### src/rtl/instruction_fetch_unit.sv
// Dual-issue fetch front end: reads two sequential words per cycle from a combinational ROM
// into a circular queue and presents the two oldest entries to decode.
module instruction_fetch_unit #(
  parameter int ADDR_WIDTH_IM = 8,
  parameter int INSTR_WIDTH   = 32,
  parameter int QUEUE_DEPTH   = 4
) (
  input  logic                             clk,
  input  logic                             reset,
  output logic [ADDR_WIDTH_IM-1:0]         imem_address_1,
  output logic [ADDR_WIDTH_IM-1:0]         imem_address_2,
  input  logic [INSTR_WIDTH-1:0]           imem_read_data_1,
  input  logic [INSTR_WIDTH-1:0]           imem_read_data_2,
  input  logic                             redirect_valid,
  input  logic [ADDR_WIDTH_IM-1:0]         redirect_address,
  input  logic [1:0]                       decode_take,
  output logic                             instr_valid_1,
  output logic [INSTR_WIDTH-1:0]           instr_1,
  output logic [ADDR_WIDTH_IM-1:0]         instr_pc_1,
  output logic                             instr_valid_2,
  output logic [INSTR_WIDTH-1:0]           instr_2,
  output logic [ADDR_WIDTH_IM-1:0]         instr_pc_2,
  output logic [$clog2(QUEUE_DEPTH):0]     queue_count
);

  localparam int PTR_W = $clog2(QUEUE_DEPTH);
  localparam int CNT_W = PTR_W + 1;

  logic [ADDR_WIDTH_IM-1:0] pc;
  logic [ADDR_WIDTH_IM-1:0] pc_plus1;
  logic [PTR_W-1:0]         head;
  logic [PTR_W-1:0]         tail;
  logic [PTR_W-1:0]         head_plus1;
  logic [PTR_W-1:0]         tail_plus1;
  logic [CNT_W-1:0]         count;
  logic [CNT_W-1:0]         take_req;
  logic [CNT_W-1:0]         take;
  logic                     enq;

  logic [INSTR_WIDTH-1:0]   q_instr [QUEUE_DEPTH];
  logic [ADDR_WIDTH_IM-1:0] q_pc    [QUEUE_DEPTH];

  assign pc_plus1   = pc + ADDR_WIDTH_IM'(1);
  assign head_plus1 = head + PTR_W'(1);
  assign tail_plus1 = tail + PTR_W'(1);

  assign imem_address_1 = pc;
  assign imem_address_2 = pc_plus1;

  // Fetch looks only at current occupancy; space freed by decode this cycle is used next cycle.
  assign enq = !redirect_valid && (count <= CNT_W'(QUEUE_DEPTH - 2));

  always_comb begin
    take_req = '0;
    case (decode_take)
      2'd0:    take_req = '0;
      2'd1:    take_req = CNT_W'(1);
      default: take_req = CNT_W'(2);
    endcase
    take = (take_req > count) ? count : take_req;
  end

  always_ff @(posedge clk) begin
    if (reset) begin
      pc    <= '0;
      head  <= '0;
      tail  <= '0;
      count <= '0;
    end else if (redirect_valid) begin
      pc    <= redirect_address;
      head  <= '0;
      tail  <= '0;
      count <= '0;
    end else begin
      if (enq) begin
        tail <= tail + PTR_W'(2);
        pc   <= pc + ADDR_WIDTH_IM'(2);
      end
      head  <= head + take[PTR_W-1:0];
      count <= count + (enq ? CNT_W'(2) : CNT_W'(0)) - take;
    end
  end

  // Storage needs no reset: entries beyond count are never presented.
  always_ff @(posedge clk) begin
    if (!reset && enq) begin
      q_instr[tail]       <= imem_read_data_1;
      q_pc[tail]          <= pc;
      q_instr[tail_plus1] <= imem_read_data_2;
      q_pc[tail_plus1]    <= pc_plus1;
    end
  end

  assign instr_valid_1 = (count != '0);
  assign instr_valid_2 = (count >= CNT_W'(2));
  assign instr_1       = instr_valid_1 ? q_instr[head]       : '0;
  assign instr_pc_1    = instr_valid_1 ? q_pc[head]          : '0;
  assign instr_2       = instr_valid_2 ? q_instr[head_plus1] : '0;
  assign instr_pc_2    = instr_valid_2 ? q_pc[head_plus1]    : '0;
  assign queue_count   = count;

endmodule

### config.mk
export PLATFORM = sky130hd
export DESIGN_NAME = instruction_fetch_unit
export DESIGN_NICKNAME = d
export VERILOG_FILES = /design/src/rtl/instruction_fetch_unit.sv
export SDC_FILE = /design/constraint.sdc
export NUM_CORES = 1
export LEC_CHECK = 0
export CAP_MARGIN = 40
export CORE_MARGIN = 1
export CORE_UTILIZATION = 35
export DETAILED_ROUTE_END_ITERATION = 12
export GPL_ROUTABILITY_DRIVEN = 1
export HOLD_SLACK_MARGIN = 0.15
export PLACE_DENSITY = 0.57
export REMOVE_ABC_BUFFERS = 1
export SYNTH_ARGS = -nofsm -noshare
export SYNTH_HDL_FRONTEND = slang
export SYNTH_SLANG_ARGS = --single-unit
### constraint.sdc
create_clock -name clk -period 17.1 [get_ports clk]
set_clock_uncertainty 0.2 [all_clocks]
set_input_delay 3.42 -clock clk [delete_from_list [all_inputs] [get_ports clk]]
set_output_delay 3.42 -clock clk [all_outputs]
set_load 0.03 [all_outputs]
# Word level (Yosys, flattened, before mapping)
# Memories as Yosys holds them, arrays and structs flattened. A register that Yosys moved wholly into a read port is not among the register bits.
# Index checks and enable logic that the tools add are counted.
# op_classes
mux,13
n_reduce_logical,8
bitwise,0
eq_ne,1
div_mod_pow,0
order_cmp,3
n_mul,0
add_sub_neg,8
shifts,0
# ops
operator,n
$mux W32,2
$mux W8,4
$add A8 B1 Y8 const B,1
$add A8 B2 Y8 const B,1
$mux W2,3
$add A2 B1 Y2 const B,2
$pmux W2 S2,1
$add A3 B2 Y3,1
$ge A3 B2 Y1 const B,1
$gt A3 B3 Y1,1
$le A3 B2 Y1 const B,1
$mux W3,1
$reduce_bool A3 Y1,1
$sub A3 B3 Y3,1
$add A2 B2 Y2,1
$add A2 B2 Y2 const B,1
$eq A2 B1 Y1 const B,1
$logic_and A1 B1 Y1,2
$logic_not A1 Y1,2
$logic_not A2 Y1,1
$mux W1,2
$reduce_bool A2 Y1,1
$reduce_or A2 Y1,1
# word_totals
elab_cells,39
output_inout_bits,101
mem_bits_ro,0
latch_bits,0
in_bits,77
ram_bits,160
regBits,15
mem_count,2
# memory_table
name,words,word_bits,read_ports,rd_ports_with_merged_regs,wr,line,rtl
q_instr,4,32,2,1,2,40,logic [INSTR_WIDTH-1:0] q_instr [QUEUE_DEPTH];
q_pc,4,8,2,1,2,41,logic [ADDR_WIDTH_IM-1:0] q_pc [QUEUE_DEPTH];

# Logic depth before layout (Yosys ltp)
# Gate-level depths: netlist of run 1.
# depth
depth_word,6
ltp_mapped,11
mapped_depth_nobuf,11

# Least setup slack after synthesis of run 1
# OpenSTA, ideal clock, no wires.
# synth_timing
kind,input to register
start,input reset
end,"memory q_instr[0][0], enable pin"
path_buffers,2
t_arrival_ps,9421
slack_ps,6861
path_stages,4
setup_time_ps,617
required_ps,16283
path_cell_list,buf_2 > or2_2 > clkbuf_1 > nor3_1
# synth_rtl
element,line,rtl
start: declaration,9,"input logic reset,"
end: declaration,40,

# Worst setup path in the final report of run 1
# layout_timing
start,register head[1]
end,output instr_pc_2[4]
# layout_between
elab_chain_len,3
# layout_rtl
element,line,rtl
start: declaration,31,logic [PTR_W-1:0] head;
start signal: assignment,79,head <= head + take[PTR_W-1:0];
$add A2 B1 Y2,44,assign head_plus1 = head + PTR_W'(1);
$mem_v2 Z4 W8,--,
$mux W8,99,assign instr_pc_2 = instr_valid_2 ? q_pc[head_plus1] : '0;
end: declaration,22,"output logic [ADDR_WIDTH_IM-1:0] instr_pc_2,"
# No other way between the ends.

==> results of run 1 <==
sequential cells by signal, summed over array words and instances (netlist names):
register and flops:
q_instr 128, head 2, q_pc 32, queue_count 3, tail 1, imem_address_1 8
metrics by stage:
step | utilization, % | hold slack, ns | area (µm²)
after floorplan | - | 0.2992 | 8014
after global placement | 44.94 | 0.3399 | 10200
after detailed placement | 45.27 | 0.3428 | 10280
after CTS | 47.84 | 0.3551 | 10860
after global routing | 47.84 | 0.3737 | 10860
final | 47.86 | 0.3550 | 10870
worst paths after layout:
kind                startpoint  slack, ns  depth (start not counted)             end
max                    head[1]      10.22                          5   instr_pc_2[4]
min          imem_address_1[7]       0.35                          0      q_pc[0][7]
max reg2reg     queue_count[1]      13.83                         11  queue_count[2]
min reg2reg  imem_address_1[7]       0.35                          0      q_pc[0][7]
final cells by class:
| cell class | instances | area, µm² |
|---|---|---|
| diodes | 2 | 5.005 |
| multi-input cells | 242 | 2917 |
| flip-flops and latches | 174 | 5092 |
| well taps | 285 | 356.6 |
| repair buffers | 185 | 1884 |
| inverters | 8 | 30.03 |
| fillers | 1957 | 11840 |
| clock inverters | 13 | 155.1 |
| clock buffers | 18 | 429.2 |
power breakdown:
group,switching [µW],internal [µW]
registers,39.4,514
clock network,161,218
logic,418,336
total,618,1070
Yosys cell counts, drive strengths merged (2+ instances only):
cell type,count,area [µm²]
and2,44,275.3
a211oi,2,15.01
or4,2,15.01
nor3,2,10.01
o31ai,2,15.01
buf,17,87.59
xnor2,6,52.55
or2,2,12.52
nand2,6,22.52
xor2,4,35.03
nand3,3,15.01
o21ai,3,15.01
mux2i,2,20.02
nor2,16,60.06
nand4,2,12.51
dfxtp,14,280.3
ha,7,87.58
a21oi,2,10.01
a311oi,4,35.03
or3,2,15.01
and2b,4,30.03
inv,8,30.03
nor2b,37,231.5
clkbuf,14,52.55
mux4,81,1824
edfxtp,160,4805
kinds of logic after synthesis:
family,share of synthesized area [%]
and+or+nand+nor,8.838
xor gates and xnor gates,1.074
DFF,62.36
buffers and inverters,2.087
muxes,22.76
adders and majority gates,1.320
AOI/OAI and AO/OA,1.565
critical path: stages, from the launching register on:
cell             delay [ns]
dfxtp_4                0.77
buf_4                  0.39
buf_16                 0.31
mux4_2                 0.58
and2_1                 0.19
clkdlybuf4s50_1        0.59
cells in the final DEF, fill, tap and decap left out, types with 4 or more instances in the layout:
master,n
xor2_1,4
nand2_1,6
inv_1,8
buf_4,5
xnor2_1,6
nor2b_1,37
dfxtp_1,12
and2_1,44
inv_6,4
a311oi_1,4
mux4_2,81
and2b_1,4
nor2_1,15
clkbuf_16,17
ha_1,7
clkdlybuf4s50_1,177
edfxtp_1,160
per-layer routing:
| layer | track usage, % | vias up | share of wire [%] | routed length (µm) |
|---|---|---|---|---|
| met2 | 24.24 | 170 | 46 | 8483 |
| met5 | 0 | - | 0 | 0 |
| met3 | 4.007 | 11 | 5.8 | 1079 |
| li1 | - | 2171 | - | - |
| met4 | 3.678 | 0 | 0.74 | 136 |
| met1 | 22.62 | 2512 | 48 | 8804 |
==> impl_metrics.py, run 1 <==
metrics = {
    "placement": {
        "dp.cells": 894,
        "place_ws_ns": 10.57,
        "place.gp.congestion": 0.7974,
        "port_buffers": 177,
        "hpwlAfterDp_um": 12570,
    },
    "timing": {
        "period_needed_ns": 6.878,
        "grt_setup_unrepaired": "false",
        "tns_ns": 0,
        "slew_viol_final": 0,
        "setup_violations": 0,
        "final-hold-violation-count": 0,
        "worst_slack_ns": 10.22,
        "fmax_mhz": 145.4,
        "finalCritPeriodShare_pct": 40.22,
        "max_slew_margin_pct": 57.74,
        "worst_pin_slew_ns": 0.6340,
    },
    "clocking": {
        "post_cts_resized": 0,
        "cts_tree": "built",
        "cts_inserted_buffers": 17,
        "insertion_delay_ns": 0.42,
        "root_buffer": "clkbuf_16",
        "clk_path_buf_depth": 2,
        "clkTransAtPathRegs_ns": 0.06,
        "htree_levels": 4,
        "hold_buffers": 0,
        "post_cts_buffers": 0,
        "cts.sinks": 174,
    },
    "synth": {
        "ys_seq_area_share_pct": 62.36,
        "synth_area_um2": 8154,
        "synth_edf_count": 160,
        "syn_area_per_cell_um2": 17.92,
        "ys_seq_elements": 174,
        "synth.distinct_cells": 37,
        "synth_cells": 455,
        "postSynth.asyncResetShare_pct": 0,
        "yosysWarnings": 0,
        "ys.flop_type": "edfxtp_1",
    },
    "routing": {
        "finalWirelength_um": 18500,
        "firstDrtPassIters": 4,
        "drc": 0,
        "vias_per_cell": 5.247,
        "drt-wirelength-per-cell_um": 19.96,
        "num_vias": 4864,
        "drt_iter0_drc": 245,
        "antenna_left": 0,
    },
    "global_route": {
        "gr-total-overflow": 0,
        "antenna_found_initial": 1,
        "grt_usage_pct": 15.81,
        "grt_pass1_wl_um": 28290,
        "grt_max_degree": 55,
        "grt_pass1_vias": 4943,
    },
    "floorplanning": {
        "die_height_um": 154.6,
        "die_w_um": 154.6,
        "fp.dieArea_um2": 23910,
        "core_um2": 22710,
        "pin_count": 178,
        "rows": 55,
        "start_util_pct": 35.91,
    },
    "cells_and_area": {
        "fin_cells": 927,
        "drive_gt1_share_pct": 20.31,
        "areaGrowthSynthToFinish_pct": 33.30,
        "nNetsFinal": 713,
    },
    "setup_path": {
        "critPathArrivalTime_ns": 3.26,
        "worstSetupPathType": "flop to output pin",
        "critPathMaxFanout": 38,
        "critPathRequiredTime_ns": 13.48,
        "worstSetupEndpointType": "output pin",
        "critPathLaunchType": "flop",
    },
    "power_and_ir_drop": {
        "peakVddDrop_mv": 0.07133,
        "p_total_uw": 1686,
        "leakage_uw": 0.003467,
        "powerDensity_nw_per_um2": 155.1,
    },
    "worst_hold_path": {
        "hold_class": "flop to flop",
    },
    "run_status": {
        "outcome": "completed",
    },
    "job": {
        "drv_cap": 0,
    },
}
(Power assumes the default switching activity.)
==> run 2: changes to the inputs <==
--- a/config.mk
+++ b/config.mk
@@ -11,7 +11,7 @@
 export DETAILED_ROUTE_END_ITERATION = 12
 export GPL_ROUTABILITY_DRIVEN = 1
 export HOLD_SLACK_MARGIN = 0.15
-export PLACE_DENSITY = 0.57
+export PLACE_DENSITY = 0.59
 export REMOVE_ABC_BUFFERS = 1
 export SYNTH_ARGS = -nofsm -noshare
 export SYNTH_HDL_FRONTEND = slang
==> constraint.sdc (replaced) <==
create_clock -name clk -period 5.8 [get_ports clk]
set_clock_uncertainty 0.2 [all_clocks]
set_input_delay 1.16 -clock clk [delete_from_list [all_inputs] [get_ports clk]]
set_output_delay 1.16 -clock clk [all_outputs]
set_load 0.03 [all_outputs]
==> run 2 against run 1 <==
Core utilization rose by 0.13 points. Wire length is 1.1% lower. Critical path depth rose by 1. Sequential share of layout area down 0.13 points. Largest cell class unchanged. First-iteration DRC count grew 7.8%. Via count shrank 1.4%. Combinational power increased to 3.0 times the previous value. Register-to-register slack got worse by 11 ns. Sequential power increased to 2.9 times the previous value.
==> impl_metrics.py, run 2 (synthesized netlist as in run 1, its figures left out) <==
metrics = {
    "setup_path": {
        "rr_startpoint": "queue_count[1]",
        "critPathArrivalTime_ns": 3.12,
        "critPathMaxFanout": 25,
        "critPathRequiredTime_ns": 4.44,
        "r2r_end": "queue_count[2]",
        "r2r_slack_ns": 2.51,
        "ff2ff_path_depth": 11,
        "critPathLaunchType": "flop",
        "crit_path_end": "instr_1[22]",
        "worstSetupEndpointType": "output pin",
        "worstSetupPathType": "flop to output pin",
        "setup.worst_path.start": "queue_count[2]",
    },
    "power_and_ir_drop": {
        "leakage_uw": 0.003469,
        "p_clk_share_pct": 23.0,
        "p_total_uw": 5042,
        "peakVddDrop_mv": 0.2490,
        "power_frac_comb_pct": 44.6,
        "power.internal_uw": 3216,
        "p_sw_share_pct": 36.22,
        "powerDensity_nw_per_um2": 462.6,
        "power.switching_uw": 1826,
        "seqPwrFrac_pct": 32.3,
    },
    "global_route": {
        "antenna_found_initial": 0,
        "grt_usage_pct": 15.96,
        "gr-total-overflow": 0,
        "grt_pass1_vias": 5190,
        "grt_max_degree": 81,
        "grt_pass1_wl_um": 28600,
    },
    "floorplanning": {
        "pin_count": 178,
        "start_util_pct": 35.91,
        "die_w_um": 154.6,
        "core_um2": 22710,
        "die_height_um": 154.6,
        "rows": 55,
        "fp.dieArea_um2": 23910,
    },
    "timing": {
        "period_needed_ns": 4.475,
        "finalCritPeriodShare_pct": 77.16,
        "setup_violations": 0,
        "grt_setup_unrepaired": "false",
        "tns_ns": 0,
        "worst_pin_slew_ns": 0.7170,
        "max_slew_margin_pct": 52.20,
        "final-hold-violation-count": 0,
        "slew_viol_final": 0,
        "fmax_mhz": 223.4,
    },
    "routing": {
        "finalWirelength_um": 18300,
        "firstDrtPassIters": 4,
        "vias_per_cell": 5.190,
        "drc": 0,
        "drt-wirelength-per-cell_um": 19.81,
        "num_vias": 4796,
        "drt_iter0_drc": 264,
        "antenna_left": 0,
    },
    "cells_and_area": {
        "final_cell_mix": "clkdlybuf4s50_1 (177), edfxtp_1 (160), mux4_2 (81)",
        "largest_reg_flops": 128,
        "design_area_um2": 10900,
        "areaGrowthSynthToFinish_pct": 33.67,
        "drive_gt1_share_pct": 19.87,
        "nNetsFinal": 711,
        "fin_cells": 924,
        "layout_commonest_cell": "clkdlybuf4s50_1",
        "final_core_util_pct": 47.99,
        "diodes": 0,
        "regMostFlops": "q_instr",
    },
    "clocking": {
        "root_buffer": "clkbuf_16",
        "clkTransAtPathRegs_ns": 0.07,
        "cts_tree": "built",
        "cts_inserted_buffers": 17,
        "cts.sinks": 174,
        "clk_path_buf_depth": 2,
        "htree_levels": 4,
        "post_cts_buffers": 0,
        "insertion_delay_ns": 0.43,
        "post_cts_resized": 0,
        "hold_buffers": 0,
    },
    "job": {
        "drv_cap": 0,
    },
    "placement": {
        "port_buffers": 177,
        "placed_area_um2": 10300,
        "place.gp.congestion": 0.7781,
        "hpwlAfterDp_um": 12410,
        "dp.cells": 892,
    },
    "run_status": {
        "outcome": "completed",
    },
    "worst_hold_path": {
        "hold_class": "flop to flop",
    },
}
-- run 2: cell types whose count changed in the layout (fill, tap and decap cells not counted), sizes merged --
cell      change
clkbuf        +1
clkinv        +1
inv           -3
diode         -2
buf           -2
clkinvlp      +1
bufinv        +1
-- run 2: layer usage --
| layer | wire length (µm) | vias to the layer above | share of wire, % | global-route usage [%] |
|---|---|---|---|---|
| met4 | 176 | 0 | 0.96 | 4.290 |
| met3 | 949 | 14 | 5.2 | 4.399 |
| met1 | 7768 | 2475 | 42 | 19.63 |
| met2 | 9408 | 147 | 51 | 27.62 |
| li1 | - | 2160 | - | - |
| met5 | 0 | - | 0 | 0 |
-- run 2: through the flow --
| step | hold slack [ns] | setup WS, ns |
|---|---|---|
| floorplan | 0.2992 | -1.954 |
| global placement | 0.3391 | 1.468 |
| detailed placement | 0.3514 | 1.454 |
| CTS | 0.3669 | 1.236 |
| global route | 0.3827 | 1.136 |
| finish | 0.3614 | 1.325 |
-- run 2: how the worst min path moves through the flow --
stage                 startpoint         end  slack, ns  cells after the start
6_report       imem_address_1[7]  q_pc[0][7]       0.36                      0
5_1_grt        imem_address_1[7]  q_pc[0][7]       0.38                      0
4_1_cts        imem_address_1[7]  q_pc[2][7]       0.37                      0
3_5_place_dp   imem_address_1[7]  q_pc[0][7]       0.35                      0
3_3_place_gp   imem_address_1[7]  q_pc[0][7]       0.34                      0
2_1_floorplan            tail[1]     tail[1]       0.30                      2
-- run 2: worst max-delay path: stages (launching register included) --
cell,delay [ns]
dfxtp_1,0.37
or2_2,0.55
buf_16,0.26
nor2_4,0.47
buf_16,0.24
and2b_1,0.19
clkdlybuf4s50_1,0.58
-- run 2: power by group through the flow --
stage	sequential [µW]	clock (µW)	combinational, µW
2_1_floorplan	1700	0	1290
3_3_place_gp	1660	0	2180
3_5_place_dp	1660	0	2290
4_1_cts	1630	1190	2300
5_1_grt	1650	1240	2390
6_report	1630	1160	2250
-- run 2: final cells by class --
class / instances / area (µm²)
fill: 1918 / 11810
tap: 285 / 356.6
timing repair buffer: 183 / 1907
inverter: 8 / 30.03
clock inverter: 13 / 163.9
sequential: 174 / 5092
clock buffer: 19 / 432.9
multi-input combinational: 242 / 2917
==> run 3: changes to the inputs <==
--- a/config.mk
+++ b/config.mk
@@ -11,7 +11,7 @@
 export DETAILED_ROUTE_END_ITERATION = 12
 export GPL_ROUTABILITY_DRIVEN = 1
 export HOLD_SLACK_MARGIN = 0.15
-export PLACE_DENSITY = 0.59
+export PLACE_DENSITY = 0.57
 export REMOVE_ABC_BUFFERS = 1
 export SYNTH_ARGS = -nofsm -noshare
 export SYNTH_HDL_FRONTEND = slang
==> constraint.sdc (replaced) <==
create_clock -name clk -period 4.2 [get_ports clk]
set_clock_uncertainty 0.2 [all_clocks]
set_input_delay 0.84 -clock clk [delete_from_list [all_inputs] [get_ports clk]]
set_output_delay 0.84 -clock clk [all_outputs]
set_load 0.03 [all_outputs]
==> run 3 against run 2 <==
Cell count is 0.76% higher. Combinational power is 40% higher. Critical path depth is 2 lower. Core utilization is 0.083 points higher. Non-clock buffer count is 6 higher. Clock-buffer cell count is 1 higher. Hold slack better by 0.0077 ns. Sequential power is 37% higher. Worst setup slack worse by 0.91 ns. Cell area is 0.17% higher. Register-to-register slack worse by 1.4 ns.
==> impl_metrics.py, run 3 (synthesized netlist as in run 1, its figures left out) <==
metrics = {
    "run_status": {
        "outcome": "completed",
    },
    "setup_path": {
        "r2r_slack_ns": 1.09,
        "r2r_end": "queue_count[2]",
        "rr_startpoint": "queue_count[1]",
        "worstSetupEndpointType": "output pin",
        "critPathRequiredTime_ns": 3.16,
        "critPathLaunchType": "flop",
        "critPathMaxStageDelay_ns": 0.66,
        "worstSetupPathType": "flop to output pin",
        "slowest_stage": "dfxtp_4",
        "ff2ff_path_depth": 11,
        "critPathMaxFanout": 23,
        "path_cells": "buf_4 -> mux4_2 -> and2_1 -> clkdlybuf4s50_1",
        "critPathArrivalTime_ns": 2.74,
    },
    "clocking": {
        "post_cts_resized": 0,
        "clkTransAtPathRegs_ns": 0.07,
        "cts.sinks": 174,
        "clk_path_buf_depth": 2,
        "cts_inserted_buffers": 17,
        "root_buffer": "clkbuf_16",
        "insertion_delay_ns": 0.42,
        "htree_levels": 4,
        "cts_tree": "built",
        "hold_buffers": 0,
        "post_cts_buffers": 0,
    },
    "timing": {
        "holdWs_ns": 0.3691,
        "finalCritPeriodShare_pct": 90.12,
        "slew_viol_final": 0,
        "worst_slack_ns": 0.4151,
        "setup_violations": 0,
        "max_slew_margin_pct": 59.68,
        "tns_ns": 0,
        "final-hold-violation-count": 0,
        "period_needed_ns": 3.785,
        "fmax_mhz": 264.2,
        "grt_setup_unrepaired": "false",
        "worst_pin_slew_ns": 0.6048,
    },
    "routing": {
        "num_vias": 4826,
        "firstDrtPassIters": 5,
        "drt_iter0_drc": 259,
        "drt-wirelength-per-cell_um": 20.41,
        "finalWirelength_um": 19000,
        "drc": 0,
        "antenna_left": 0,
        "vias_per_cell": 5.184,
    },
    "floorplanning": {
        "die_height_um": 154.6,
        "die_w_um": 154.6,
        "fp.dieArea_um2": 23910,
        "start_util_pct": 35.91,
        "pin_count": 178,
        "rows": 55,
        "core_um2": 22710,
    },
    "job": {
        "drv_cap": 0,
    },
    "cells_and_area": {
        "fin_cells": 931,
        "nNetsFinal": 717,
        "regMostFlops": "q_instr",
        "areaGrowthSynthToFinish_pct": 33.90,
        "layout_commonest_cell": "clkdlybuf4s50_1",
        "drive_gt1_share_pct": 20.78,
        "final_cell_mix": "clkdlybuf4s50_1 (177), edfxtp_1 (160), mux4_2 (81)",
        "largest_reg_flops": 128,
        "final_core_util_pct": 48.08,
    },
    "worst_hold_path": {
        "holdPathStages": 0,
        "min_from": "imem_address_1[7]",
        "worst_hold_path.endpoint": "q_pc[0][7]",
        "hold_class": "flop to flop",
    },
    "placement": {
        "place_ws_ns": 0.3840,
        "place.gp.congestion": 0.7861,
        "dp.cells": 898,
        "port_buffers": 177,
        "hpwlAfterDp_um": 12620,
    },
    "global_route": {
        "antenna_found_initial": 0,
        "grt_usage_pct": 16.54,
        "grt_pass1_vias": 5239,
        "gr-total-overflow": 0,
        "grt_pass1_wl_um": 29460,
        "grt_max_degree": 53,
    },
    "power_and_ir_drop": {
        "powerDensity_nw_per_um2": 633.5,
        "peakVddDrop_mv": 0.3381,
        "leakage_uw": 0.003487,
    },
}
## run 3: layout make-up
class	instances	area [µm²]
flip-flops and latches	174	5092
well taps	285	356.6
multi-input cells	242	2917
repair buffers	189	1937
fillers	1939	11790
clock inverters	12	136.4
diodes	1	2.502
inverters	8	30.03
clock buffers	20	446.7
## run 3: layer usage
layer | vias up | global-route usage, % | part of all wire (%)
met5 | - | 0 | 0
met1 | 2465 | 21.77 | 42
met4 | 0 | 3.678 | 0.79
met3 | 10 | 4.903 | 8.1
met2 | 180 | 27.06 | 49
li1 | 2171 | - | -
## run 3: worst max-delay path, delay by kind of cell (launching register included)
| kind | cells | cell delay [ns] |
|---|---|---|
| muxes | 1 | 0.53 |
| buffers and inverters | 2 | 0.95 |
| DFF | 1 | 0.66 |
| and+or+nand+nor | 1 | 0.18 |
## run 3: per-stage QoR
| step | power (µW) | cell area (µm²) |
|---|---|---|
| 6_report | 6917 | 10920 |
| 5_1_grt | 7263 | 10920 |
| 4_1_cts | 7025 | 10920 |
| 3_5_place_dp | 5464 | 10330 |
| 3_3_place_gp | 5422 | 10330 |
| 2_1_floorplan | 4136 | 8014 |
## run 3: worst max-delay path by stage
stage                   startpoint  slack (ns)             end
CTS                        head[1]        0.33     instr_2[14]
floorplan           redirect_valid       -3.23   q_instr[0][0]
global route               head[1]        0.22     instr_2[23]
finish                     head[1]        0.42     instr_2[28]
global placement    decode_take[1]        0.48  queue_count[2]
detailed placement  decode_take[1]        0.38  queue_count[2]
## run 3: power by group
group,internal [µW],switching (µW)
clock network,897,645
logic,1390,1750
registers,2090,142
total,4380,2540
